==> src/rtl/cpu_pkg.sv <==
// Shared types for the CPU pipeline control: forwarding selects, memory-wait FSM states,
// and the default register-index width.
package cpu_pkg;

  localparam int unsigned DEFAULT_REG_AW = 5;

  typedef enum logic [1:0] {
    FWD_RF = 2'b00,
    FWD_W  = 2'b01,
    FWD_M  = 2'b10
  } fwd_sel_t;

  typedef enum logic {
    IDLE = 1'b0,
    WAIT = 1'b1
  } mem_state_t;

endpackage

==> src/rtl/mem_wait_fsm.sv <==
// Multi-cycle data-memory wait tracker: raises mem_stall while an access is outstanding and
// aborts it with a sticky mem_err once the wait counter reaches MEM_TIMEOUT.
module mem_wait_fsm
  import cpu_pkg::*;
#(
  parameter int unsigned MEM_TIMEOUT = 16
) (
  input  logic clk,
  input  logic reset,
  input  logic mem_req_m,
  input  logic mem_ready,
  output logic mem_stall,
  output logic mem_err
);

  localparam int unsigned CntW = $clog2(MEM_TIMEOUT + 1);

  mem_state_t      state;
  logic [CntW-1:0] wait_cnt;
  logic            abort;

  // A ready on the timeout cycle still completes the access rather than aborting it.
  assign abort     = (state == WAIT) & mem_req_m & ~mem_ready &
                     (wait_cnt == CntW'(MEM_TIMEOUT));
  assign mem_stall = mem_req_m & ~mem_ready & ~abort;

  always_ff @(posedge clk) begin
    if (reset) begin
      state    <= IDLE;
      wait_cnt <= '0;
      mem_err  <= 1'b0;
    end else begin
      case (state)
        IDLE: begin
          if (mem_req_m && !mem_ready) begin
            state    <= WAIT;
            wait_cnt <= CntW'(1);
          end
        end
        WAIT: begin
          if (!mem_req_m || mem_ready) begin
            state    <= IDLE;
            wait_cnt <= '0;
          end else if (abort) begin
            state    <= IDLE;
            wait_cnt <= '0;
            mem_err  <= 1'b1;
          end else begin
            wait_cnt <= wait_cnt + CntW'(1);
          end
        end
        default: begin
          state    <= IDLE;
          wait_cnt <= '0;
        end
      endcase
    end
  end

endmodule

==> src/rtl/hazard_ctrl.sv <==
// 5-stage pipeline hazard control: forwarding selects, stall/flush priority and the memory-wait
// FSM. Define HAZARD_PERF_CNT_EN to build the stall/flush performance counters.
module hazard_ctrl
  import cpu_pkg::*;
#(
  parameter int unsigned REG_AW      = DEFAULT_REG_AW,
  parameter int unsigned MEM_TIMEOUT = 16,
  parameter int unsigned CNT_W       = 32
) (
  input  logic              clk,
  input  logic              reset,
  input  logic [REG_AW-1:0] rs1_d,
  input  logic [REG_AW-1:0] rs2_d,
  input  logic [REG_AW-1:0] rs1_e,
  input  logic [REG_AW-1:0] rs2_e,
  input  logic [REG_AW-1:0] rd_e,
  input  logic [REG_AW-1:0] rd_m,
  input  logic [REG_AW-1:0] rd_w,
  input  logic              regwrite_m,
  input  logic              regwrite_w,
  input  logic              memread_e,
  input  logic              pcsrc_e,
  input  logic              mem_req_m,
  input  logic              mem_ready,
  output logic              stall_f,
  output logic              stall_d,
  output logic              stall_e,
  output logic              stall_m,
  output logic              flush_d,
  output logic              flush_e,
  output logic              flush_w,
  output logic [1:0]        fwd_a_e,
  output logic [1:0]        fwd_b_e,
  output logic              mem_err,
  output logic [CNT_W-1:0]  stall_cnt,
  output logic [CNT_W-1:0]  flush_cnt
);

  logic mem_stall;
  logic lw_hz;

  mem_wait_fsm #(
    .MEM_TIMEOUT(MEM_TIMEOUT)
  ) u_mem_wait_fsm (
    .clk      (clk),
    .reset    (reset),
    .mem_req_m(mem_req_m),
    .mem_ready(mem_ready),
    .mem_stall(mem_stall),
    .mem_err  (mem_err)
  );

  // M is the younger producer, so it wins over W; x0 is never forwarded.
  function automatic fwd_sel_t fwd_pick(input logic [REG_AW-1:0] rs);
    if (regwrite_m && (rd_m == rs) && (rs != '0)) return FWD_M;
    if (regwrite_w && (rd_w == rs) && (rs != '0)) return FWD_W;
    return FWD_RF;
  endfunction

  assign fwd_a_e = fwd_pick(rs1_e);
  assign fwd_b_e = fwd_pick(rs2_e);

  assign lw_hz = memread_e & (rd_e != '0) & ((rd_e == rs1_d) | (rd_e == rs2_d));

  always_comb begin
    stall_f = 1'b0;
    stall_d = 1'b0;
    stall_e = 1'b0;
    stall_m = 1'b0;
    flush_d = 1'b0;
    flush_e = 1'b0;
    flush_w = 1'b0;
    if (!reset) begin
      if (mem_stall) begin
        // E is frozen, so a pending branch or load-use is resolved after release.
        stall_f = 1'b1;
        stall_d = 1'b1;
        stall_e = 1'b1;
        stall_m = 1'b1;
        flush_w = 1'b1;
      end else if (pcsrc_e) begin
        flush_d = 1'b1;
        flush_e = 1'b1;
      end else if (lw_hz) begin
        stall_f = 1'b1;
        stall_d = 1'b1;
        flush_e = 1'b1;
      end
    end
  end

`ifdef HAZARD_PERF_CNT_EN
  logic [CNT_W-1:0] stall_cnt_q;
  logic [CNT_W-1:0] flush_cnt_q;

  always_ff @(posedge clk) begin
    if (reset) begin
      stall_cnt_q <= '0;
      flush_cnt_q <= '0;
    end else begin
      if (stall_f || stall_d || stall_e || stall_m) stall_cnt_q <= stall_cnt_q + CNT_W'(1);
      if (flush_d || flush_e) flush_cnt_q <= flush_cnt_q + CNT_W'(1);
    end
  end

  assign stall_cnt = stall_cnt_q;
  assign flush_cnt = flush_cnt_q;
`else
  assign stall_cnt = '0;
  assign flush_cnt = '0;
`endif

endmodule
==> config.mk <==
export PLATFORM = sky130hd
export DESIGN_NAME = hazard_ctrl
export DESIGN_NICKNAME = d
export VERILOG_FILES = /design/src/rtl/cpu_pkg.sv /design/src/rtl/mem_wait_fsm.sv /design/src/rtl/hazard_ctrl.sv
export SDC_FILE = /design/constraint.sdc
export NUM_CORES = 1
export LEC_CHECK = 0
export ABC_AREA = 1
export CORE_AREA = 4 4 59 61
export DETAILED_ROUTE_END_ITERATION = 10
export DIE_AREA = 0 0 63 65
export DONT_BUFFER_PORTS = 1
export PLACE_DENSITY = 0.65
export SLEW_MARGIN = 30
export SYNTH_ARGS = -nofsm -noshare
export SYNTH_HDL_FRONTEND = slang
export SYNTH_SLANG_ARGS = --single-unit
==> constraint.sdc <==
create_clock -name clk -period 2.9 [get_ports clk]
set_clock_uncertainty 0.05 [all_clocks]
set_input_delay 0.58 -clock clk [delete_from_list [all_inputs] [get_ports clk]]
set_output_delay 0.58 -clock clk [all_outputs]
set_load 0.01 [all_outputs]
Word level (Yosys, flattened, before mapping)
Index checks and enable logic that the tools add are counted.
- eq/ne operators: 8
- reductions and logical operators: 16
- bitwise gates (word level): 12
- $add $sub $neg: 1
- mux-type cells: 34
- operator list (cell ; number):
    == test 5 bit ; 6
    two-way mux 1 bit ; 21
    two-way mux 2 bit ; 8
    two-way mux 5 bit ; 3
    nonzero test 5 bit ; 3
    one-hot mux 5 bit (2 select lines) ; 1
    logical AND 1 bit ; 9
    bitwise AND 1 bit ; 7
    adder 5 x 1 -> 5 bit (second input constant) ; 1
    == test 5 bit (second input constant) ; 1
    NOT 1 bit ; 4
    AND reduction 3 bit ; 1
    zero test 1 bit ; 2
    inequality test 2 x 1 -> 1 bit (second input constant) ; 1
    one-hot mux 1 bit (2 select lines) ; 1
    logical OR 1 bit ; 1
    bitwise OR 1 bit ; 1
- register bits: 7
- input port bits: 43
- output and inout bits: 76

Logic depth before layout (Yosys ltp)
Gate-level depths: netlist of run 1.
- word-level depth: 7
- gate-level depth with buffers: 9
- mapped depth without buffers: 8

Cells and area by module
A second synthesis of run 1 with hierarchy kept.
- cell total of the unflattened synthesis: 252
- area, all modules: 1486.4 µm²
- modules (own cells, without submodules) (module ; area each (µm²) ; cells an instance ; times used):
    hazard_ctrl ; 1079.8 ; 196 ; 1
    mem_wait_fsm ; 406.6 ; 56 ; 1

Least setup slack after synthesis of run 1
Ideal clock, no wire load.
- path type: input-to-output
- start: input mem_req_m
- end: output stall_f
- slack: 0.929 ns
- buffers on the path: 1
- data arrival time: 1.341 ns
- cell stages on the path: 6
- required time: 2.270 ns
- path through: inv_1 nor2_4 a21boi_2 nand2_1 nand2_1 buf_4
- word-level cells in the longest chain between the ends: 7
- ends and longest elaborated chain (item ; line ; RTL):
    start, declared ; hazard_ctrl.sv:23 ; input logic mem_req_m,
    bitwise AND 1 bit (3 in a row) ; mem_wait_fsm.sv:23 ; assign abort = (state == WAIT) & mem_req_m & ~mem_ready &
    NOT 1 bit ; mem_wait_fsm.sv:25 ; assign mem_stall = mem_req_m & ~mem_ready & ~abort;
    bitwise AND 1 bit * ; mem_wait_fsm.sv:25 ;
    two-way mux 1 bit * (2 in a row) ; -- ;
    end, declared ; hazard_ctrl.sv:25 ; output logic stall_f,
Every way passes the cells marked *; elsewhere a longest branch is shown, timed or not.

Worst setup path after layout of run 1
- start: register u_mem_wait_fsm.wait_cnt[0]
- end: output stall_e
- word-level cells in the longest chain between the ends: 6
- ends and longest elaborated chain (item ; line ; RTL):
    start, declared ; mem_wait_fsm.sv:19 ; logic [CntW-1:0] wait_cnt;
    start signal, assigned ; mem_wait_fsm.sv:37 ; wait_cnt <= CntW'(1);
    start signal, assigned ; mem_wait_fsm.sv:49 ; wait_cnt <= wait_cnt + CntW'(1);
    == test 5 bit ; mem_wait_fsm.sv:24 ; (wait_cnt == CntW'(MEM_TIMEOUT));
    bitwise AND 1 bit ; mem_wait_fsm.sv:23 ;
    NOT 1 bit ; mem_wait_fsm.sv:25 ;
    bitwise AND 1 bit ; mem_wait_fsm.sv:25 ;
    two-way mux 1 bit (2 in a row) ; -- ;
    end, declared ; hazard_ctrl.sv:27 ; output logic stall_e,
No other way between the ends.

==> results of run 1 <==
cell type report:
cell class                 instances  share of cell area
clock buffer                       4              0.0215
inverter                          36               0.110
multi-input combinational        192               0.720
sequential                         7               0.114
tap                               33              0.0337
per-stage QoR:
step / instance area [sq um] / setup slack [ns] / std cells / power (mW) / hold WS [ns]
3_5_place_dp: 1200 / 0.892 / 268 / 0.210 / 0.428
2_1_floorplan: 1660 / 0.929 / 302 / 0.267 / 0.401
3_3_place_gp: 1200 / 0.899 / 268 / 0.209 / 0.428
6_report: 1220 / 0.636 / 272 / 0.302 / 0.332
5_1_grt: 1220 / 0.435 / 272 / 0.332 / 0.315
4_1_cts: 1220 / 0.629 / 272 / 0.303 / 0.328
critical path: cells and delay by family (launching register included):
kind	cells	cell delay, ns
buffers and inverters	2	0.31
adder cells (fa/ha/maj)	1	0.20
AND/OR/NAND/NOR	3	0.26
flip-flops	1	0.37
AO/OA/AOI/OAI	1	0.24
per-layer routing:
layer / wire length [um] / global-route usage / vias to the layer above
met1: 1030 / 0.140 / 476
met4: 19 / 0.0220 / 0
met2: 1180 / 0.196 / 76
met5: 0 / 0 / -
met3: 383 / 0.0433 / 2
li1: - / - / 601
cell usage after synthesis (all sizes together):
cell type / number / area share
buf: 67 / 0.35
nand2: 49 / 0.13
inv: 36 / 0.095
nor2: 25 / 0.076
nand3: 13 / 0.046
a21oi: 8 / 0.028
dfxtp: 7 / 0.098
xor2: 7 / 0.043
o21ai: 6 / 0.021
nand4: 4 / 0.018
o22ai: 4 / 0.018
xnor2: 4 / 0.025
nor3: 3 / 0.011
ha: 2 / 0.018
a21boi: 1 / 0.0079
conb: 1 / 0.0026
nor3b: 1 / 0.0053
or2: 1 / 0.0044
cells by family (layout without fill, tap and decap cells):
logic type,Yosys count,after routing,share of synthesized area
and+or+nand+nor,96,96,0.291
buffers and inverters,103,40,0.448
other,1,64,0.00263
xor gates and xnor gates,11,11,0.0677
AOI/OAI and AO/OA,19,19,0.0747
adders and majority gates,2,2,0.0176
DFF,7,7,0.0984
power by group:
group	total, mW	internal, mW	switching, mW
sequential	0.0999	0.0979	0.00201
clock	0.0911	0.0527	0.0384
combinational	0.111	0.0314	0.0798
total	0.302	0.182	0.120
registers in the layout, indices dropped and copies added (netlist names):
| name | flops |
|---|---|
| u_mem_wait_fsm.state | 1 |
| u_mem_wait_fsm.mem_err | 1 |
| u_mem_wait_fsm.wait_cnt | 5 |
how the worst min path moves through the flow:
stage	from	end	slack (ns)	cells after the start
2_1_floorplan	u_mem_wait_fsm.wait_cnt[3]$_SDFFE_PP0P_	u_mem_wait_fsm.wait_cnt[3]$_SDFFE_PP0P_	0.40	2
3_3_place_gp	u_mem_wait_fsm.wait_cnt[4]$_SDFFE_PP0P_	u_mem_wait_fsm.wait_cnt[4]$_SDFFE_PP0P_	0.43	2
3_5_place_dp	u_mem_wait_fsm.wait_cnt[3]$_SDFFE_PP0P_	u_mem_wait_fsm.wait_cnt[3]$_SDFFE_PP0P_	0.43	2
4_1_cts	reset	u_mem_wait_fsm.mem_err$_SDFFE_PP0P_	0.33	1
5_1_grt	reset	u_mem_wait_fsm.mem_err$_SDFFE_PP0P_	0.31	1
6_report	reset	u_mem_wait_fsm.mem_err$_SDFFE_PP0P_	0.33	1
==> impl_metrics.tcl, run 1 <==
set metrics [dict create \
    die_y_um 65 \
    hold_class "input port to flop" \
    cts.sinks 7 \
    diodes 0 \
    postSynthAreaPerCell_sq_um 5.96 \
    status "finished clean" \
    insertion_delay_ns 0.26 \
    synth_seq_cells 7 \
    clockBufferDepth 2 \
    dr.pass1.iters 4 \
    grt_pass1_wl_mm 3.99 \
    vias 1155 \
    period_minus_slack_ns 2.26 \
    dpl.hpwl_mm 2.34 \
    drive_above_1_share 0.0418 \
    yosysSeqAreaShare 0.0984 \
    grt_setup_unrepaired "no" \
    crit_fanout 5 \
    peakVddDrop_uv 136 \
    initial_utilization 0.478 \
    seq_area_sq_um 140 \
    numPortBuffers 0 \
    overflow 0 \
    wirelength_mm 2.61 \
    setup-violations-final 0 \
    core_area_sq_um 2980 \
    period_share 0.781 \
    post-cts-setup-buffers 0 \
    die_area_sq_um 4100 \
    fin_nets 285 \
    syn2layout_area_growth_pct -14.0 \
    cts_tree "built" \
    reg2reg_depth 7 \
    arrival_ns 1.63 \
    synthDistinctLibCells 21 \
    synthCells 239 \
    critPathRequiredTime_ns 2.27 \
    mostFrequentLayoutCells "conb_1 (64), nand2_1 (48), inv_1 (36)" \
    r2r-end "u_mem_wait_fsm.wait_cnt[1]$_SDFFE_PP0P_" \
    ios 119 \
    cts_buffers 3 \
    post-route-util 0.411 \
    multi_input_area_sq_um 882 \
    grt_max_degree 8 \
    ys_warn_count 0 \
    clockRootBuffer "clkbuf_4" \
    antenna_found_initial 0 \
    route.detailed.drc 0 \
    r2r-start "u_mem_wait_fsm.wait_cnt[0]$_SDFFE_PP0P_" \
    crit_start "u_mem_wait_fsm.wait_cnt[0]$_SDFFE_PP0P_" \
    grt_usage 0.116 \
    power_density_nw_per_um2 247 \
    gp_congestion 0.878 \
    ff2ff_setup_slack_ns 1.52 \
    critPathKind "flop to output port" \
    die_w_um 63 \
    hold_viol_final 0 \
    viasPerCell 4.25 \
    rows 20 \
    cts.htree.levels 1 \
    ctsResizeCount 0 \
    critPathCaptureType "output port" \
    ant_nets 0 \
    tns_ns 0 \
    slowest_delay_ns 0.37 \
    drtIter0Drc 39 \
    path_clk_slew_ns 0.06 \
    layout_commonest_cell "conb_1" \
    fillCellCount 339 \
    endpoint "stall_e" \
    max_freq_mhz 442 \
    path_cells "inv_1 -> ha_1 -> nand2_1 -> nor2_2 -> a21boi_2 -> nand2_1 -> inv_1" \
    cts_hold_buf 0 \
    start_kind "flop" \
    grt_pass1_vias 979 \
    drv_slew 0 \
    cap_violations 0 \
    synth_area_sq_um 1420 \
    leakage_nw 0.746 \
    wire_per_inst_um 9.60 \
    worst_path_max_delay_cell "dfxtp_1" \
]
(Power assumes the default switching activity.)
==> run 2: changes to the inputs <==
==> constraint.sdc (replaced) <==
create_clock -name clk -period 2.35 [get_ports clk]
set_clock_uncertainty 0.05 [all_clocks]
set_input_delay 0.47 -clock clk [delete_from_list [all_inputs] [get_ports clk]]
set_output_delay 0.47 -clock clk [all_outputs]
set_load 0.01 [all_outputs]
==> impl_metrics.tcl, run 2 (synthesis gave the netlist of run 1 again) <==
set metrics [dict create \
    period_minus_slack_ns 2.12 \
    die_area_sq_um 4100 \
    top_register "u_mem_wait_fsm.wait_cnt" \
    diodes 0 \
    pwr-share-comb 0.369 \
    hold-worst-slack_ns 0.224 \
    power_frac_clock 0.298 \
    numPortBuffers 0 \
    grt_usage 0.116 \
    critPathBufInv 2 \
    ios 119 \
    wirelength_mm 2.51 \
    endpoint "flush_w" \
    cts_tree "built" \
    path_clk_slew_ns 0.06 \
    die_w_um 63 \
    drv_slew 0 \
    viasPerCell 4.26 \
    slowest_delay_ns 0.36 \
    grt_pass1_wl_mm 3.98 \
    ff2ff_setup_slack_ns 1.01 \
    die_y_um 65 \
    ctsResizeCount 0 \
    post-cts-setup-buffers 0 \
    clockBufferDepth 2 \
    grt_max_degree 8 \
    tns_ns 0 \
    cap_violations 0 \
    top_regs "u_mem_wait_fsm.wait_cnt x5, u_mem_wait_fsm.mem_err x1, u_mem_wait_fsm.state x1" \
    hold_class "input port to flop" \
    grt_pass1_vias 953 \
    drtIter0Drc 30 \
    power.share.sequential 0.333 \
    critPathRequiredTime_ns 1.83 \
    layout_commonest_cell "conb_1" \
    syn2layout_area_growth_pct -14.0 \
    crit_fanout 5 \
    clockRootBuffer "clkbuf_4" \
    arrival_ns 1.60 \
    reg2reg_depth 7 \
    wire_per_inst_um 9.24 \
    r2r-end "u_mem_wait_fsm.wait_cnt[2]$_SDFFE_PP0P_" \
    cts.htree.levels 1 \
    cts_buffers 3 \
    gp_congestion 0.895 \
    postLayoutCellArea_sq_um 1220 \
    r2r-start "u_mem_wait_fsm.wait_cnt[0]$_SDFFE_PP0P_" \
    worst_path_max_delay_cell "dfxtp_1" \
    power_density_nw_per_um2 302 \
    critPathCaptureType "output port" \
    fin_nets 285 \
    drive_above_1_share 0.0418 \
    grt_setup_unrepaired "no" \
    largest_reg_flops 5 \
    crit_start "u_mem_wait_fsm.wait_cnt[0]$_SDFFE_PP0P_" \
    mostFrequentLayoutCells "conb_1 (64), nand2_1 (48), inv_1 (36)" \
    overflow 0 \
    critPathKind "flop to output port" \
    max_freq_mhz 472 \
    ant_nets 0 \
    placed_area_sq_um 1200 \
    cts_hold_buf 0 \
    route.detailed.drc 0 \
    p_int_uw 224 \
    crit_cells 7 \
    numPlacedInstances 268 \
    vias 1158 \
    hold_viol_final 0 \
    start_kind "flop" \
    leakage_nw 0.746 \
    peakVddDrop_uv 179 \
    hold_start "reset" \
    antenna_found_initial 0 \
    crit_family "flip-flops" \
    cts.sinks 7 \
    insertion_delay_ns 0.26 \
    p_sw_frac 0.394 \
    dr.pass1.iters 4 \
    core_area_sq_um 2980 \
    period_share 0.901 \
    setup-violations-final 0 \
    initial_utilization 0.478 \
    dpl.hpwl_mm 2.31 \
    path_cells "inv_1 -> ha_1 -> nand2_1 -> nor2_2 -> a21boi_2 -> nand2_1 -> inv_1" \
    fin_cells 272 \
    rows 20 \
    switchingPower_uw 146 \
    status "finished clean" \
]
-- run 2: cell counts in the layout (fill, tap and decap cells not counted) --
No cell type changed its count.
-- run 2: routing by layer --
layer  GRT usage  up-vias  wire length (um)
met5           0        -                 0
met4      0.0386        0                35
met3      0.0433        4               384
met2       0.192       82              1140
met1       0.138      472               952
li1            -      600                 -
-- run 2: how the worst min path moves through the flow --
stage / to / slack [ns] / cells past startpoint
floorplan: u_mem_wait_fsm.wait_cnt[3]$_SDFFE_PP0P_ / 0.40 / 2
global placement: u_mem_wait_fsm.wait_cnt[3]$_SDFFE_PP0P_ / 0.42 / 2
detailed placement: u_mem_wait_fsm.wait_cnt[3]$_SDFFE_PP0P_ / 0.43 / 2
CTS: u_mem_wait_fsm.mem_err$_SDFFE_PP0P_ / 0.21 / 1
global route: u_mem_wait_fsm.mem_err$_SDFFE_PP0P_ / 0.20 / 1
finish: u_mem_wait_fsm.mem_err$_SDFFE_PP0P_ / 0.22 / 1
-- run 2: stage by stage --
stage / setup slack, ns / power (mW) / utilization
6_report: 0.233 / 0.370 / 0.411
5_1_grt: 0.0221 / 0.410 / 0.411
4_1_cts: 0.215 / 0.374 / 0.411
3_5_place_dp: 0.488 / 0.260 / 0.403
3_3_place_gp: 0.515 / 0.259 / 0.403
2_1_floorplan: 0.561 / 0.329 / -
-- run 2: cell type report --
class                   instances  area, sq um
clock buffers                   4         26.3
multi-input cells             192          882
well taps                      33         41.3
flip-flops and latches          7          140
inverters                      36          135
fillers                       338         1750
-- run 2: power by group through the flow --
stage / clock network, mW / logic (mW) / registers (mW)
after floorplan: 0 / 0.204 / 0.125
after global placement: 0 / 0.133 / 0.126
after detailed placement: 0 / 0.134 / 0.126
after CTS: 0.117 / 0.134 / 0.123
after global routing: 0.129 / 0.157 / 0.123
final: 0.110 / 0.137 / 0.123
